File: config.mk
export PLATFORM = sky130hd
export DESIGN_NAME = rst_req_gen_flat
export DESIGN_NICKNAME = d
export VERILOG_FILES = /design/src/rtl/rst_req_gen_pkg.sv /design/src/rtl/rst_req_gen_if.sv /design/src/rtl/rst_req_gen_bit_sync.sv /design/src/rtl/rst_req_gen.sv /design/src/flat_wrapper.sv
export SDC_FILE = /design/constraint.sdc
export NUM_CORES = 1
export LEC_CHECK = 0
export ABC_AREA = 1
export ABC_CLOCK_PERIOD_IN_PS = 2300
export BUFFER_PORTS_ARGS = -buffer_cell sky130_fd_sc_hd__buf_2
export CAP_MARGIN = 25
export CORE_ASPECT_RATIO = 0.9
export CORE_MARGIN = 2
export CORE_UTILIZATION = 33
export CTS_BUF_LIST = sky130_fd_sc_hd__clkbuf_16
export CTS_CLUSTER_DIAMETER = 200
export DETAILED_ROUTE_END_ITERATION = 10
export PLACE_DENSITY = 0.6
export SLEW_MARGIN = 20
export SYNTH_ARGS = -nofsm -noshare
export SYNTH_HDL_FRONTEND = slang
export SYNTH_SLANG_ARGS = --single-unit
File: constraint.sdc
create_clock -name clk -period 2.3 [get_ports clk]
set_clock_uncertainty 0.05 [all_clocks]
set_input_delay 0.345 -clock clk [delete_from_list [all_inputs] [get_ports clk]]
set_output_delay 0.345 -clock clk [all_outputs]
set_load 0.02 [all_outputs]
File: src/rtl/rst_req_gen_pkg.sv
// rtl/rst_req_gen_pkg.sv - shared types and default timing for the reset request generator
package rst_req_pkg;

    // Request generator states; POR and PULSE are the only states driving a request
    typedef enum logic [1:0] {
        POR      = 2'd0,
        IDLE     = 2'd1,
        PULSE    = 2'd2,
        WAIT_REL = 2'd3
    } rrg_state_t;

    // Default timing: 2-flop synchronizer, 10 ms debounce and 16-clock request at 100 MHz
    localparam int DEF_SYNC_STAGES     = 2;
    localparam int DEF_DEBOUNCE_CYCLES = 1_000_000;
    localparam int DEF_PULSE_CYCLES    = 16;

    // Larger of two integers, used to size the shared counter
    function automatic int max_int(input int a, input int b);
        return (a > b) ? a : b;
    endfunction

endpackage

File: src/rtl/rst_req_gen_if.sv
// rtl/rst_req_gen_if.sv - button input and reset request outputs of the request generator
interface rst_req_gen_if;

    logic       btn_in;
    logic       rst_req_n;
    logic       busy;
    logic [7:0] req_count;

    // Board side: drives the raw button, observes the request
    modport master (
        output btn_in,
        input  rst_req_n,
        input  busy,
        input  req_count
    );

    // Generator side: samples the button, drives the request
    modport slave (
        input  btn_in,
        output rst_req_n,
        output busy,
        output req_count
    );

endinterface

File: src/rtl/rst_req_gen_bit_sync.sv
// rtl/rst_req_gen_bit_sync.sv - parameterised N-flop single-bit synchronizer with async active-low clear
module bit_sync #(
    parameter int STAGES = 2
) (
    input  logic clk,
    input  logic rst_n,
    input  logic d,
    output logic q
);

    logic [STAGES-1:0] sync_q;

    // Shift the asynchronous input through the chain; clearing forces a known low level
    always_ff @(posedge clk or negedge rst_n) begin
        if (!rst_n) begin
            sync_q <= '0;
        end else begin
            sync_q <= {sync_q[STAGES-2:0], d};
        end
    end

    assign q = sync_q[STAGES-1];

endmodule

File: src/rtl/rst_req_gen.sv
// rtl/rst_req_gen.sv - debounced pushbutton and power-on reset to fixed-width active-low reset request
module rst_req_gen
    import rst_req_pkg::*;
#(
    parameter int SYNC_STAGES     = DEF_SYNC_STAGES,
    parameter int DEBOUNCE_CYCLES = DEF_DEBOUNCE_CYCLES,
    parameter int PULSE_CYCLES    = DEF_PULSE_CYCLES
) (
    input  logic         clk,
    input  logic         reset,
    rst_req_gen_if.slave bus
);

    // One counter serves debounce (press and release) and the request width
    localparam int CNT_MAX = max_int(DEBOUNCE_CYCLES, PULSE_CYCLES);
    localparam int CW      = $clog2(CNT_MAX + 1);

    localparam logic [CW-1:0] D_LAST = CW'(DEBOUNCE_CYCLES - 1);
    localparam logic [CW-1:0] P_LAST = CW'(PULSE_CYCLES - 1);
    localparam logic [CW-1:0] CNT_ONE = CW'(1);

    rrg_state_t    state;
    logic [CW-1:0] cnt;
    logic          btn_sync;
    logic          rst_req_n_q;
    logic          busy_q;
    logic [7:0]    req_count_q;

    // The raw button is asynchronous; only its synchronized copy reaches the FSM
    bit_sync #(
        .STAGES (SYNC_STAGES)
    ) u_btn_sync (
        .clk   (clk),
        .rst_n (reset),
        .d     (bus.btn_in),
        .q     (btn_sync)
    );

    // Request FSM with shared counter; outputs are registered alongside each state change
    always_ff @(posedge clk or negedge reset) begin
        if (!reset) begin
            state       <= POR;
            cnt         <= '0;
            rst_req_n_q <= 1'b0;
            busy_q      <= 1'b1;
            req_count_q <= 8'd0;
        end else begin
            case (state)
                // Power-up request: hold low for PULSE_CYCLES, then demand a clean release
                // so a button held through power-up does not cause a second request
                POR: begin
                    if (cnt == P_LAST) begin
                        state       <= WAIT_REL;
                        cnt         <= '0;
                        rst_req_n_q <= 1'b1;
                        busy_q      <= 1'b1;
                    end else begin
                        cnt <= cnt + CNT_ONE;
                    end
                end

                // Qualify a press: any synced low restarts the debounce count
                IDLE: begin
                    if (!btn_sync) begin
                        cnt <= '0;
                    end else if (cnt == D_LAST) begin
                        state       <= PULSE;
                        cnt         <= '0;
                        rst_req_n_q <= 1'b0;
                        busy_q      <= 1'b1;
                        req_count_q <= req_count_q + 8'd1;
                    end else begin
                        cnt <= cnt + CNT_ONE;
                    end
                end

                // Fixed-width request; the button is not looked at here
                PULSE: begin
                    if (cnt == P_LAST) begin
                        state       <= WAIT_REL;
                        cnt         <= '0;
                        rst_req_n_q <= 1'b1;
                    end else begin
                        cnt <= cnt + CNT_ONE;
                    end
                end

                // Qualify the release: any synced high restarts the count, so a held or
                // re-bounced button can never start another request from here
                WAIT_REL: begin
                    if (btn_sync) begin
                        cnt <= '0;
                    end else if (cnt == D_LAST) begin
                        state  <= IDLE;
                        cnt    <= '0;
                        busy_q <= 1'b0;
                    end else begin
                        cnt <= cnt + CNT_ONE;
                    end
                end

                default: begin
                    state       <= POR;
                    cnt         <= '0;
                    rst_req_n_q <= 1'b0;
                    busy_q      <= 1'b1;
                end
            endcase
        end
    end

    assign bus.rst_req_n = rst_req_n_q;
    assign bus.busy      = busy_q;
    assign bus.req_count = req_count_q;

endmodule
File: src/flat_wrapper.sv
// flat-port wrapper written by rule: the top's interface ports become plain ports
module rst_req_gen_flat import rst_req_pkg::*;
#(
    parameter int SYNC_STAGES     = DEF_SYNC_STAGES,
    parameter int DEBOUNCE_CYCLES = DEF_DEBOUNCE_CYCLES,
    parameter int PULSE_CYCLES    = DEF_PULSE_CYCLES
)
  (clk, reset, bus_btn_in, bus_rst_req_n, bus_busy, bus_req_count);
  rst_req_gen_if bus_i ();
  input  logic clk;
  input  logic reset;
  input wire logic [$bits(bus_i.btn_in)-1:0] bus_btn_in;
  output wire logic [$bits(bus_i.rst_req_n)-1:0] bus_rst_req_n;
  output wire logic [$bits(bus_i.busy)-1:0] bus_busy;
  output wire logic [$bits(bus_i.req_count)-1:0] bus_req_count;
  assign bus_i.btn_in = bus_btn_in;
  assign bus_rst_req_n = bus_i.rst_req_n;
  assign bus_busy = bus_i.busy;
  assign bus_req_count = bus_i.req_count;
  rst_req_gen #(.SYNC_STAGES(SYNC_STAGES), .DEBOUNCE_CYCLES(DEBOUNCE_CYCLES), .PULSE_CYCLES(PULSE_CYCLES)) u_core (.clk(clk), .reset(reset), .bus(bus_i));
endmodule
==> summary.md <==
| Metric | Value |
|---|---|
| P&R area growth vs syn | 12.5% |
| Post-CTS Repair Setup Buffers | 0 |
| Arrival time at the worst endpoint | slightly below 2 ns |
| Startpoint Class | flip-flop |
| Fillers | about 600 |
| Clk pwr share | between 40% and 50% |
| CP Capture Type | flip-flop |
| Initial antenna violation count | 0 |
| CTS max path bufs | 2 |
| Die Wd | roughly 85 um |
| Crit Path Max Fanout | 16 |
| Critical path cell sequence | ha_1 -> nand3_4 -> nor2_8 -> nand4_2 -> o21ai_0 -> nand2_1 |
| Vias in the first global route | 1516 |
| RSZ-0062 raised after global routing | false |
| Status | finished clean |
| Least-Margin Pin Slew | 0.728 ns |
| Tot Pwr | between 1000 and 1500 uW |
| Min-Delay Path Class | input pin to asynchronous set/reset pin |
| Max_cap viols | 0 |
| Mapped Nets | approximately 240 |
| H-tree depth | 2 |
| Crit. Startpoint | u_core.cnt[0] |
| Max-slew headroom | 51.5% |
| Switching pwr | about 260 uW |
| Final GP Congestion | between 0.8 and 0.9 |
| CTS resizes | 0 |
| Synth Instances | 232 |
| GRT Overall Usage | 13.2% |
| CTS Hold Bufs | 0 |
| Total wire length | between 3000 and 4000 um |
| DRC Markers | 0 |
| Synth cell types | 26 |
| Setup violations, final | 0 |
| Vias/cell | about 4.6 |
| Iter 0 DRT Violations | 90 |
| Sequential area share after synthesis | between 40% and 50% |
| Layout Utilization | between 30% and 40% |
| Part of the power in registers | between 40 and 50% |
| Comb power frac | about 2.7% |
| FP Rows | 26 |
| Routed WL per cell | between 10 and 15 um |
| Mean area per synthesized cell | around 8.4 um2 |
| Fin crit period | 1.84 ns |
| Total gr overflow | 0 |
| Tcrit/Tclk final | ~80% |
| Worst R2R Start | u_core.cnt[0] |
| Int Pwr | around 1000 uW |
| Switch share | a little over a fifth |
| I/O Buffers | 12 |
| Initial Utilization | between 30% and 40% |
| Dpl cell area | 0.00205 mm2 |
| CTS tree | built |
| #FFs+latches synth | 34 |
| TritonCTS Sinks | 34 |
| Setup TNS | 0 ns |
| DIE AREA | around 0.0065 mm2 |
| Pleak | 0.00104 uW |
| Final Slew Violations | 0 |
| Required time of the critical path | 2.41 ns |
| PD cells | ~580 mW/mm2 |
| Maximum clock rate | about 0.54 GHz |
| # diodes | 0 |
| First-pass GRT wire length | between 6000 and 7000 um |
| Yosys warnings | 0 |
| Core ar. | ~0.0057 mm2 |
| Slowest CP cell | nand4_2 |
| Crit Path Category | flip-flop to flip-flop |
| Worst-Skew Late Latency | ~0.28 ns |
| Pre-antenna DRT Iters | 4 |
| Die H | around 77 um |
| Cell area after synthesis | approximately 0.002 mm2 |
| Reg clk slew, reported paths | 0.05 ns |
| Peak supply drop | between 0.0003 and 0.0004 V |
| Root Driver | clkbuf_16 |
| Hold Fails Final Rpt | 0 |
| Max incr delay on CP | 0.39 ns |
| CTS Buf Count | 5 |
| Final non-filler cell area | around 0.0022 mm2 |
| Largest net degree at the start of global routing | 35 |
| HPWL after detailed placement | about 2700 um |
| Vias | around 1500 |
| Detail Route Antenna Nets | 0 |
| I/O Pins | 13 |
| Nets | 253 |
| Layout cells sized above 1 | about a fifth |
-- flip-flops by register name, summed over array words and instances (netlist names) --
name / flops
u_core.state: 2
u_core.bus.rst_req_n: 1
u_core.u_btn_sync.sync_q: 2
u_core.bus.req_count: 8
u_core.bus.busy: 1
u_core.cnt: 20
-- power groups by stage --
| stage | sequential (uW) | combinational [uW] | clock (uW) |
|---|---|---|---|
| 2_1_floorplan | 619 | 23.0 | 0 |
| 3_3_place_gp | 620 | 36.2 | 0 |
| 3_5_place_dp | 620 | 35.7 | 0 |
| 4_1_cts | 610 | 36.1 | 643 |
| 5_1_grt | 610 | 40.3 | 676 |
| 6_report | 610 | 34.2 | 624 |
-- logic make-up after synthesis --
group                    share of synthesized area [%]
AND/OR/NAND/NOR                                   34.4
flip-flops                                        43.9
buffers and inverters                             7.47
XOR/XNOR                                          9.92
AO/OA/AOI/OAI                                     3.09
adder cells (fa/ha/maj)                           1.29
-- per-layer routing --
layer	global-route usage (%)	wire [um]
met1	17.3	1850
met2	20.6	1680
met3	2.80	83
met4	6.67	97
met5	0	0
-- placed cells by master, fill, tap and decap left out, types with 5 or more instances in the layout --
cell type,netlist,final
nor2_2,17,17
inv_1,24,25
xnor2_1,7,7
clkbuf_16,0,5
nand2_1,57,57
nand3_1,14,14
buf_2,0,12
nor2_1,29,29
xor2_1,15,15
dfrtp_1,33,33
nor3_1,5,5
-- synth_stat cells, drive strengths merged --
master  count  area, um2
nand2      60        243
nor2       47        235
dfrtp      33        826
inv        26        103
nand3      17        108
xor2       15        131
o21ai       9       60.1
nor3        7       45.0
xnor2       7       61.3
nand4       5       37.5
buf         3       42.5
ha          2       25.0
dfstp       1       26.3
-- cell type report --
class | count | area, um2 | share of cell area [%]
multi-input combinational | 169 | 946 | 43.3
sequential | 34 | 852 | 39.0
clock buffer | 5 | 125 | 5.72
inverter | 26 | 103 | 4.69
tap | 70 | 87.6 | 4.01
timing repair buffer | 12 | 60.1 | 2.75
clock inverter | 3 | 12.5 | 0.572
-- stage by stage --
step / hold slack [ns] / cells / setup WS [ns]
6_report: 0.0756 / 319 / 0.455
5_1_grt: 0.119 / 319 / 0.262
4_1_cts: 0.112 / 319 / 0.441
3_5_place_dp: 0.286 / 311 / 0.454
3_3_place_gp: 0.283 / 311 / 0.523
2_1_floorplan: -0.000591 / 232 / 0.783
-- critical path, delay by kind of cell (launching register included) --
kind / cells / cell delay [ns]
adders and majority gates: 1 / 0.25
AOI/OAI and AO/OA: 1 / 0.29
and+or+nand+nor: 4 / 0.77
DFF: 1 / 0.38
-- path summary, 6_finish.rpt --
check	endpoint	slack, ns	depth (start not counted)
max	u_core.bus.req_count[3]	0.46	6
min	u_core.cnt[5]	0.08	1
max reg2reg	u_core.bus.req_count[3]	0.46	6
min reg2reg	u_core.u_btn_sync.sync_q[1]	0.29	0
max in group asynchronous	u_core.cnt[14]	1.65	1
min in group clk	u_core.u_btn_sync.sync_q[0]	0.12	1
No activity file was read; power rests on OpenSTA's default activity.
